<file path="src/rtl/bank_sram_butterfly_read_if_pkg.sv">
// Shared RemapCache parameters and types for the bank SRAM butterfly interfaces.
package bank_sram_butterfly_read_if_pkg;

    localparam int BW       = 8;   // bits per bank word
    localparam int NDATA    = 32;  // hiaddr range
    localparam int NBANK    = 16;  // banks / lanes, power of 2
    localparam int XOR_BW   = 4;   // selectable hiaddr bits per stage
    localparam int ABW      = 6;   // bank-local address width
    localparam int SRAM_LAT = 1;   // fixed SRAM read latency

    localparam int CLOG2_NDATA  = $clog2(NDATA);
    localparam int CLOG2_NBANK  = $clog2(NBANK);
    localparam int CLOG2_XOR_BW = $clog2(XOR_BW);
    localparam int HI_IW        = $clog2(CLOG2_NDATA);

    // Output FIFO: one slot per command that can be in the SRAM plus one.
    localparam int FIFO_D = SRAM_LAT + 1;
    localparam int PTR_W  = (FIFO_D > 1) ? $clog2(FIFO_D) : 1;
    localparam int CNT_W  = $clog2(FIFO_D + 1);

    typedef logic [CLOG2_NBANK-1:0] bf_ctl_t;
    typedef logic [NBANK-1:0][BW-1:0] bank_vec_t;

    // Modulo-D pointer advance; D need not be a power of 2.
    function automatic logic [PTR_W-1:0] ptr_inc(input logic [PTR_W-1:0] p);
        return (p == PTR_W'(FIFO_D - 1)) ? '0 : p + PTR_W'(1);
    endfunction

endpackage

</file>
<file path="src/rtl/bank_butterfly_permute.sv">
// XOR butterfly lane permutation: o_data[k] = i_data[k ^ i_m].
// Self-inverse, so the same block serves the write and the read side.
module bank_butterfly_permute
    import bank_sram_butterfly_read_if_pkg::*;
(
    input  logic [CLOG2_NBANK-1:0]   i_m,
    input  logic [NBANK-1:0][BW-1:0] i_data,
    output logic [NBANK-1:0][BW-1:0] o_data
);

    // each logical lane picks the bank its XOR control points at
    for (genvar k = 0; k < NBANK; k++) begin : g_lane
        assign o_data[k] = i_data[CLOG2_NBANK'(k) ^ i_m];
    end

endmodule

</file>
<file path="src/rtl/bank_sram_butterfly_read_if.sv">
// Read side of the bank SRAM butterfly: issues shared-address reads, carries
// each command's XOR control alongside the SRAM latency, un-permutes the
// returned banks and buffers them in a credit-guarded FIFO.
module bank_sram_butterfly_read_if
    import bank_sram_butterfly_read_if_pkg::*;
(
    input  logic                                      i_clk,
    input  logic                                      i_rst,
    input  logic [CLOG2_NBANK-1:0]                    i_xor_mask,
    input  logic [CLOG2_NBANK-1:0][CLOG2_XOR_BW-1:0]  i_xor_scheme,
    input  logic                                      i_rdy,
    output logic                                      o_ack,
    input  logic [CLOG2_NDATA-1:0]                    i_hiaddr,
    input  logic [ABW-1:0]                            i_addr,
    output logic                                      o_sram_re,
    output logic [ABW-1:0]                            o_sram_addr,
    input  logic [NBANK-1:0][BW-1:0]                  i_sram_rdata,
    output logic                                      o_rdy,
    input  logic                                      i_ack,
    output logic [NBANK-1:0][BW-1:0]                  o_data
);

    logic                   accept;
    bf_ctl_t                m_acc;
    logic [SRAM_LAT:1]      vld_pipe;
    bf_ctl_t [SRAM_LAT:1]   m_pipe;
    bank_vec_t              tail_data;
    bank_vec_t              fifo_mem [FIFO_D];
    logic [PTR_W-1:0]       wr_ptr, rd_ptr;
    logic [CNT_W-1:0]       count;
    logic [CNT_W-1:0]       credit;
    logic                   push, pop;

    // A command is taken only when a FIFO slot is reserved for its data.
    // Credits return one cycle after the pop, so the loop sustains D commands
    // per D+1 cycles.
    assign accept      = i_rdy && (credit != '0) && !i_rst;
    assign o_ack       = accept;
    assign o_sram_re   = accept;
    assign o_sram_addr = i_addr;

    // per-stage XOR control from the hiaddr bit each stage selects
    always_comb begin
        m_acc = '0;
        for (int i = 0; i < CLOG2_NBANK; i++)
            m_acc[i] = i_xor_mask[i] & i_hiaddr[HI_IW'(i_xor_scheme[i])];
    end

    // valid half of the control pipe; matches the SRAM latency, never stalls
    always_ff @(posedge i_clk or posedge i_rst) begin
        if (i_rst) begin
            vld_pipe <= '0;
        end else begin
            vld_pipe[1] <= accept;
            for (int s = 2; s <= SRAM_LAT; s++) vld_pipe[s] <= vld_pipe[s-1];
        end
    end

    // XOR control half of the pipe; qualified by vld_pipe, so no reset
    always_ff @(posedge i_clk) begin
        m_pipe[1] <= m_acc;
        for (int s = 2; s <= SRAM_LAT; s++) m_pipe[s] <= m_pipe[s-1];
    end

    bank_butterfly_permute u_permute (
        .i_m    (m_pipe[SRAM_LAT]),
        .i_data (i_sram_rdata),
        .o_data (tail_data)
    );

    assign push = vld_pipe[SRAM_LAT];
    assign pop  = o_rdy && i_ack;

    // FIFO storage; no bypass, so a push shows on o_rdy next cycle
    always_ff @(posedge i_clk) begin
        if (push) fifo_mem[wr_ptr] <= tail_data;
    end

    // FIFO pointers and occupancy
    always_ff @(posedge i_clk or posedge i_rst) begin
        if (i_rst) begin
            wr_ptr <= '0;
            rd_ptr <= '0;
            count  <= '0;
        end else begin
            if (push) wr_ptr <= ptr_inc(wr_ptr);
            if (pop)  rd_ptr <= ptr_inc(rd_ptr);
            if (push && !pop)      count <= count + CNT_W'(1);
            else if (pop && !push) count <= count - CNT_W'(1);
        end
    end

    // credits: one per FIFO slot, held from accept until the entry pops
    always_ff @(posedge i_clk or posedge i_rst) begin
        if (i_rst) begin
            credit <= CNT_W'(FIFO_D);
        end else if (accept && !pop) begin
            credit <= credit - CNT_W'(1);
        end else if (pop && !accept) begin
            credit <= credit + CNT_W'(1);
        end
    end

    assign o_rdy  = (count != '0);
    assign o_data = fifo_mem[rd_ptr];

    // the credit loop must leave room for every tail push
    assert property (@(posedge i_clk) disable iff (i_rst)
        !(push && (count == CNT_W'(FIFO_D))));

endmodule
</file>
<file path="config.mk">
export PLATFORM = sky130hd
export DESIGN_NAME = bank_sram_butterfly_read_if
export DESIGN_NICKNAME = d
export VERILOG_FILES = /design/src/rtl/bank_sram_butterfly_read_if_pkg.sv /design/src/rtl/bank_butterfly_permute.sv /design/src/rtl/bank_sram_butterfly_read_if.sv
export SDC_FILE = /design/constraint.sdc
export NUM_CORES = 1
export LEC_CHECK = 0
export CAP_MARGIN = 20
export CORE_MARGIN = 2
export CORE_UTILIZATION = 49
export CTS_BUF_LIST = sky130_fd_sc_hd__clkbuf_4 sky130_fd_sc_hd__clkbuf_8 sky130_fd_sc_hd__clkbuf_16
export CTS_CLUSTER_SIZE = 14
export DETAILED_ROUTE_END_ITERATION = 12
export PLACE_DENSITY_LB_ADDON = 0.2
export SETUP_SLACK_MARGIN = 0.3
export SYNTH_ARGS = -nofsm -noshare
export SYNTH_HDL_FRONTEND = slang
export SYNTH_HIERARCHICAL = 1
export SYNTH_SLANG_ARGS = --single-unit
</file>
<file path="constraint.sdc">
create_clock -name i_clk -period 6.4 [get_ports i_clk]
set_input_delay 0.96 -clock i_clk [delete_from_list [all_inputs] [get_ports i_clk]]
set_output_delay 0.96 -clock i_clk [all_outputs]
set_load 0.005 [all_outputs]
</file>
# --- Word-level counts from Yosys, hierarchy flattened ---
# Memories as Yosys holds them, arrays and structs flattened.
# Cells that the tools add are included.
classes:
  reduce_logical: 15
  add_sub_neg: 6
  n_bitwise: 19
  order_cmp: 20
  div: 0
  mul: 0
  mux: 48
  shifts: 0
  n_eq_ne: 0
op_table:
  columns: ["operator", "count"]
  rows:
  - ["$bmux 8 s4", 16]
  - ["$mux 8", 16]
  - ["$lt 4x5->1 const B", 16]
  - ["$lt 2x4->1 const B", 4]
  - ["$not 2->2", 6]
  - ["$not 3->3", 4]
  - ["$bmux 1 s2", 4]
  - ["$mux 1", 8]
  - ["$mux 2", 4]
  - ["$reduce_bool 2->1", 4]
  - ["$logic_and 1x1->1", 7]
  - ["$add 2x1->2 const B", 2]
  - ["$and 1x1->1", 4]
  - ["$logic_not 1->1", 4]
  - ["$not 1->1", 4]
  - ["$not 4->4", 1]
  - ["$sub 2x1->2 const B", 2]
  - ["$add 1x1->1 const B", 2]
totals:
  mem_bits_rw: 256
  in_bits: 155
  word_cells: 115
  latch_bits: 0
  reg_bits: 11
  memories: 1
  output_inout_bits: 137
  romBits: 0
mem_list:
  columns: ["name", "depth", "width", "rd", "rd_clocked_by_memory_dff", "wr", "line", "rtl"]
  rows:
  - ["fifo_mem", 2, 128, 1, 0, 1, "bank_sram_butterfly_read_if.sv:28", "bank_vec_t fifo_mem [FIFO_D];"]

# --- Depth between registers and ports, before layout ---
# Gate-level depths: netlist of run 1.
depth:
  ltp_word: 7
  ltp_mapped: 6
  ltp_nobuf: 6

# --- Cells and area by module ---
# Netlist of run 1, hierarchy kept.
by_module_without_submodules:
  columns: ["mod", "seq_area_each_um2", "n_inst", "area_each_um2", "cells_each"]
  rows:
  - ["bank_sram_butterfly_read_if", 7943.9, 1, 9839.4, 442]
  - ["bank_butterfly_permute", 0.0, 1, 6248.5, 312]

# --- Worst setup path before layout of run 1 ---
# OpenSTA, ideal clock, no wires.
synth_timing:
  path_type: "register -> register"
  start: "register wr_ptr"
  end: "memory fifo_mem[0][0] in the netlist's numbering (enable)"
  slack_ns: -0.290
  setup_ns: 0.632
  stages_incl_launch_ff: 2
  arrival_time_ns: 6.058
  n_path_buf: 0
  period_less_slack_ns: 6.690
  t_required_ns: 5.768
  cell_sequence: "dfrtp_1 > nor2b_1"
synth_rtl:
  columns: ["item", "line", "rtl"]
  rows:
  - ["start: declaration", "bank_sram_butterfly_read_if.sv:29", "logic [PTR_W-1:0] wr_ptr, rd_ptr;"]
  - ["start signal: assignment", "bank_sram_butterfly_read_if.sv:86", "if (push) wr_ptr <= ptr_inc(wr_ptr);"]
  - ["end: declaration", "bank_sram_butterfly_read_if.sv:28", null]
# Straight into the memory's write port.

==> impl_metrics.env, run 1 <==
export IMPL_status="complete, no violations"
export IMPL_fin_crit_ns=3.93
export IMPL_finalSetupViolCount=0
export IMPL_io_buffers=278
export IMPL_ys_ff_latch=267
export IMPL_vias=9377
export IMPL_synth_cell_types=24
export IMPL_nNetsFinal=1155
export IMPL_hold_buffers=0
export IMPL_drc=0
export IMPL_cap_violations=0
export IMPL_layout_common_cells="clkdlybuf4s50_1 (278), edfxtp_1 (256), mux4_2 (246)"
export IMPL_min_to="count[1]"
export IMPL_syn_inst=754
export IMPL_yosysTopAreaCellShare=0.478
export IMPL_synth_area_leaders="edfxtp_1 (48%), mux4_2 (34%), mux2_2 (9.0%)"
export IMPL_syn2layout_area_growth_pct=24.3
export IMPL_n_fill_cell=2304
export IMPL_reg2reg_slack_ns=3.38
export IMPL_hold_start="count[1]"
export IMPL_firstDrtPassIters=5
export IMPL_ff2ff_path_depth=3
export IMPL_syn_area_sq_mm=0.0161
export IMPL_grt_ovfl_total=0
export IMPL_cts_buffers=30
export IMPL_peakVddDrop_mv=0.201
export IMPL_crit_start="rd_ptr"
export IMPL_die_width_microns=185
export IMPL_drt_wl_total_microns=39000
export IMPL_drv_slew=0
export IMPL_clock_latency_ns=0.57
export IMPL_final_seq_area_sq_mm=0.00796
export IMPL_rsz0062_at_grt="false"
export IMPL_grt_use_total=0.229
export IMPL_cts_sinks=267
export IMPL_worst_pin_slew_ns=0.908
export IMPL_cts_root_buf="clkbuf_16"
export IMPL_grt_max_degree=129
export IMPL_p_leak_nw=6.17
export IMPL_hold_depth=1
export IMPL_r2r_start="m_pipe[3]"
export IMPL_hold_ws_ns=0.458
export IMPL_drive_above_1_share=0.436
export IMPL_grt_pass1_wl_microns=57100
export IMPL_dieArea_sq_mm=0.0343
export IMPL_ys_warn_count=6
export IMPL_synth_edf_count=256
export IMPL_multiInputGateArea_sq_mm=0.00752
export IMPL_final_common_cell="clkdlybuf4s50_1"
export IMPL_die_h_microns=185
export IMPL_fmaxAchievable_mhz=255
export IMPL_rr_endpoint="fifo_mem[1][36]"
export IMPL_htreeDepth=1
export IMPL_finalClockSkew_ns=0.0310
export IMPL_pin_count=292
export IMPL_viasPerCell=6.41
export IMPL_rows=66
export IMPL_clock_path_buffers=3
export IMPL_ant_nets=0
export IMPL_cts_setup_buffers=0
export IMPL_async_flop_share=0.0262
export IMPL_powerDensity_mw_per_mm2=234
export IMPL_clkTransAtPathRegs_ns=0.06
export IMPL_crit_type="flop to output port"
export IMPL_coreArea_sq_mm=0.0325
export IMPL_placedCellCount=1407
export IMPL_dp_slack_ns=3.04
export IMPL_cts_tree="done"
export IMPL_yosys_most_used_dff="edfxtp_1"
export IMPL_min_path_type="flop to flop"
export IMPL_synth_fp_nets=911
export IMPL_worst_ep_arrival_time_ns=2.97
export IMPL_start_kind="flop"
export IMPL_dp_hpwl_microns=27800
export IMPL_drt_iter0_drc=773
export IMPL_fin_tns_setup_ns=0
export IMPL_syn_avg_cell_area_sq_um=21.3
export IMPL_grt_pass1_vias=9232
export IMPL_routedWlPerCell_microns=26.7
export IMPL_critPathRequiredTime_ns=5.44
export IMPL_final_hold_viol_count=0
export IMPL_cts_repair_resized=0
export IMPL_relSlewSlack=0.394
export IMPL_antenna_found_initial=3
export IMPL_cp_max_fo=69
export IMPL_setup_slack_ns=2.47
export IMPL_initial_core_util=0.496
export IMPL_end_kind="output port"
export IMPL_netlist_top_cell_by_area="edfxtp_1"
export IMPL_place_congestion=0.816
export IMPL_period_share=0.613
export IMPL_layout_cells_non_filler=1464
export IMPL_synth_seq_area_share=0.494
[synth_stat cells (all sizes together), types with 2 or more instances]
cell type,number
mux4,260
edfxtp,256
mux2,128
buf,68
clkbuf,9
dfrtp,6
and2,5
dfxtp,4
xnor2,4
xor2,4
ha,2
nor2,2
[layer usage]
metal	wire (microns)	track usage	vias up	share of wire
met1	14300	0.289	5005	0.37
li1	-	-	3911	-
met4	1140	0.0765	2	0.029
met2	20700	0.400	402	0.53
met5	13	0	-	0.00033
met3	2910	0.0452	57	0.075
[logic make-up after synthesis]
logic type,Yosys count,share of synthesized area
muxes,388,0.457
DFF,267,0.494
buffers and inverters,78,0.0394
and+or+nand+nor,10,0.00342
xor gates and xnor gates,8,0.00435
adders and majority gates,2,0.00156
AOI/OAI and AO/OA,1,0.000622
[sequential cells by signal, indices dropped and copies added, names as in the netlist]
register	flops
count	2
credit	2
fifo_mem	256
m_pipe	4
push	1
rd_ptr	1
wr_ptr	1
[power by group]
part           internal [mW]  switching [mW]  leakage [nW]
Combinational          0.491           0.393          3.25
Clock                   1.06           0.706         0.498
Sequential              2.00          0.0276          2.43
Total                   3.55            1.13          6.17
[cell type report]
class / instances / share of cell area
multi-input cells: 409 / 0.376
flip-flops and latches: 267 / 0.398
well taps: 442 / 0.0277
inverters: 1 / 0.000188
clock buffers: 31 / 0.0379
clock inverters: 22 / 0.0133
diodes: 3 / 0.000375
repair buffers: 289 / 0.146
[how the worst max path moves through the flow]
stage | depth (start not counted) | to | slack (ns)
3_5_place_dp | 4 | o_ack | 3.04
6_report | 3 | o_data[58] | 2.47
2_1_floorplan | 1 | fifo_mem[0][0] | 2.22
4_1_cts | 3 | o_data[58] | 2.44
3_3_place_gp | 3 | o_data[58] | 3.05
5_1_grt | 3 | o_data[127] | 2.33
[worst max-delay path, cell delays in order (launching register included)]
cell and delay (ns):
dfrtp_4 1.02, buf_12 0.37, mux2_2 0.42, clkdlybuf4s50_1 0.45
[through the flow]
stage / cell area [sq um] / total power, mW / utilization
floorplan: 16100 / 2.67 / -
global placement: 18900 / 2.92 / 0.583
detailed placement: 18900 / 2.95 / 0.583
CTS: 20000 / 4.72 / 0.615
global route: 20000 / 4.83 / 0.616
finish: 20000 / 4.68 / 0.616
Power figures use the tool's default switching activity.
==> run 2, diff against run 1 <==
==> constraint.sdc (replaced) <==
create_clock -name i_clk -period 3.55 [get_ports i_clk]
set_input_delay 0.5325 -clock i_clk [delete_from_list [all_inputs] [get_ports i_clk]]
set_output_delay 0.5325 -clock i_clk [all_outputs]
set_load 0.005 [all_outputs]
==> run 2 against run 1 <==
  * Die area did not move
  * Register-to-register slack got worse by 2.2 ns
  * Critical path depth did not move
  * Total power rose by 84%
  * Utilization rose by 0.99 points
  * Global-route usage fell by 0.054 points
  * Largest cell class unchanged
  * Largest power group unchanged
  * Highest routed layer unchanged
==> impl_metrics.env, run 2 (synthesis gave the netlist of run 1 again) <==
export IMPL_post_route_util=0.626
export IMPL_coreArea_sq_mm=0.0325
export IMPL_start_kind="flop"
export IMPL_grt_use_total=0.229
export IMPL_htreeDepth=1
export IMPL_worst_ep_arrival_time_ns=2.54
export IMPL_grt_ovfl_total=0
export IMPL_relSlewSlack=0.418
export IMPL_fmaxAchievable_mhz=325
export IMPL_routedWlPerCell_microns=26.4
export IMPL_finalClockSkew_ns=0.00655
export IMPL_rsz0062_at_grt="false"
export IMPL_crit_chain="buf_4 -> mux2_2 -> clkdlybuf4s50_1"
export IMPL_cts_repair_resized=0
export IMPL_largest_reg_flops=256
export IMPL_dieArea_sq_mm=0.0343
export IMPL_crit_type="flop to output port"
export IMPL_final_hold_viol_count=0
export IMPL_critPathRequiredTime_ns=3.02
export IMPL_clkTransAtPathRegs_ns=0.06
export IMPL_status="complete, no violations"
export IMPL_clock_path_buffers=3
export IMPL_nNetsFinal=1168
export IMPL_firstDrtPassIters=4
export IMPL_cts_sinks=267
export IMPL_final_common_cell="clkdlybuf4s50_1"
export IMPL_end_kind="output port"
export IMPL_p_leak_nw=6.32
export IMPL_grt_use_met1=0.278
export IMPL_fin_tns_setup_ns=0
export IMPL_worst_pin_slew_ns=0.871
export IMPL_pin_count=292
export IMPL_grt_pass1_vias=9350
export IMPL_io_buffers=278
export IMPL_drive_above_1_share=0.443
export IMPL_fin_crit_ns=3.07
export IMPL_reg_top3="fifo_mem (256), m_pipe (4)"
export IMPL_cts_buffers=30
export IMPL_use_met3=0.0523
export IMPL_peakVddDrop_mv=0.407
export IMPL_layout_common_cells="clkdlybuf4s50_1 (278), edfxtp_1 (256), mux4_2 (246)"
export IMPL_finalSetupViolCount=0
export IMPL_period_share=0.866
export IMPL_dp_hpwl_microns=29300
export IMPL_design_area_sq_mm=0.0203
export IMPL_cts_tree="done"
export IMPL_grt_use_met2=0.417
export IMPL_clock_latency_ns=0.55
export IMPL_cap_violations=0
export IMPL_drt_wl_total_microns=39000
export IMPL_antenna_found_initial=6
export IMPL_ant_nets=0
export IMPL_grt_pass1_wl_microns=57000
export IMPL_die_width_microns=185
export IMPL_max_stage_delay_ns=0.75
export IMPL_initial_core_util=0.496
export IMPL_drt_iter0_drc=620
export IMPL_cts_setup_buffers=0
export IMPL_regMostFlops="fifo_mem"
export IMPL_grt_max_degree=46
export IMPL_min_path_type="input pin to asynchronous set/reset pin"
export IMPL_hold_buffers=0
export IMPL_die_h_microns=185
export IMPL_drc=0
export IMPL_drv_slew=0
export IMPL_cts_root_buf="clkbuf_16"
export IMPL_syn2layout_area_growth_pct=26.3
export IMPL_rows=66
export IMPL_powerDensity_mw_per_mm2=424
export IMPL_top_usage_layer="met2"
export IMPL_vias=9390
export IMPL_cp_max_fo=31
export IMPL_place_congestion=0.821
export IMPL_placed_area_sq_mm=0.0192
export IMPL_slowest_stage="dfrtp_4"
export IMPL_hold_ws_ns=0.221
export IMPL_viasPerCell=6.35
-- run 2: through the flow --
step,total power [mW],std cells,setup slack (ns)
2_1_floorplan,4.82,754,0.778
3_3_place_gp,5.26,1421,1.02
3_5_place_dp,5.31,1421,1.02
4_1_cts,8.69,1477,0.436
5_1_grt,8.90,1479,0.387
6_report,8.61,1479,0.477
-- run 2: path summary, 6_finish.rpt --
kind,startpoint,end,slack (ns),cells after the start
min,i_rst,credit[0],0.22,2
max in group asynchronous,i_rst,credit[1],3.06,2
min reg2reg,count[1],count[1],0.46,1
max reg2reg,m_pipe[3],fifo_mem[1][36],1.18,3
max,rd_ptr,o_data[88],0.48,3
min in group i_clk,count[1],count[1],0.46,1
-- run 2: cell type report --
class / count / area (sq um)
inverters: 1 / 3.75
well taps: 442 / 553
clock inverters: 21 / 290
repair buffers: 302 / 3180
flip-flops and latches: 267 / 7960
multi-input cells: 409 / 7520
fillers: 2326 / 12100
clock buffers: 35 / 806
diodes: 2 / 5.00
-- run 2: metal layers --
| metal | wire length (microns) | vias up |
|---|---|---|
| met5 | 21 | - |
| met4 | 761 | 4 |
| met3 | 3130 | 47 |
| met2 | 21200 | 388 |
| met1 | 13900 | 5017 |
| li1 | - | 3934 |
-- run 2: critical path, delay by kind of cell, from the launching register on --
kind	cells	cell delay (ns)
buffers and inverters	2	0.86
muxes	1	0.35
DFF	1	0.75
-- run 2: power breakdown --
group          switching [mW]  total [mW]  leakage [nW]  internal, mW
registers              0.0436        3.65          2.43          3.60
clock network            1.24        3.37         0.534          2.13
logic                   0.684        1.59          3.35         0.909
total                    1.97        8.61          6.32          6.64
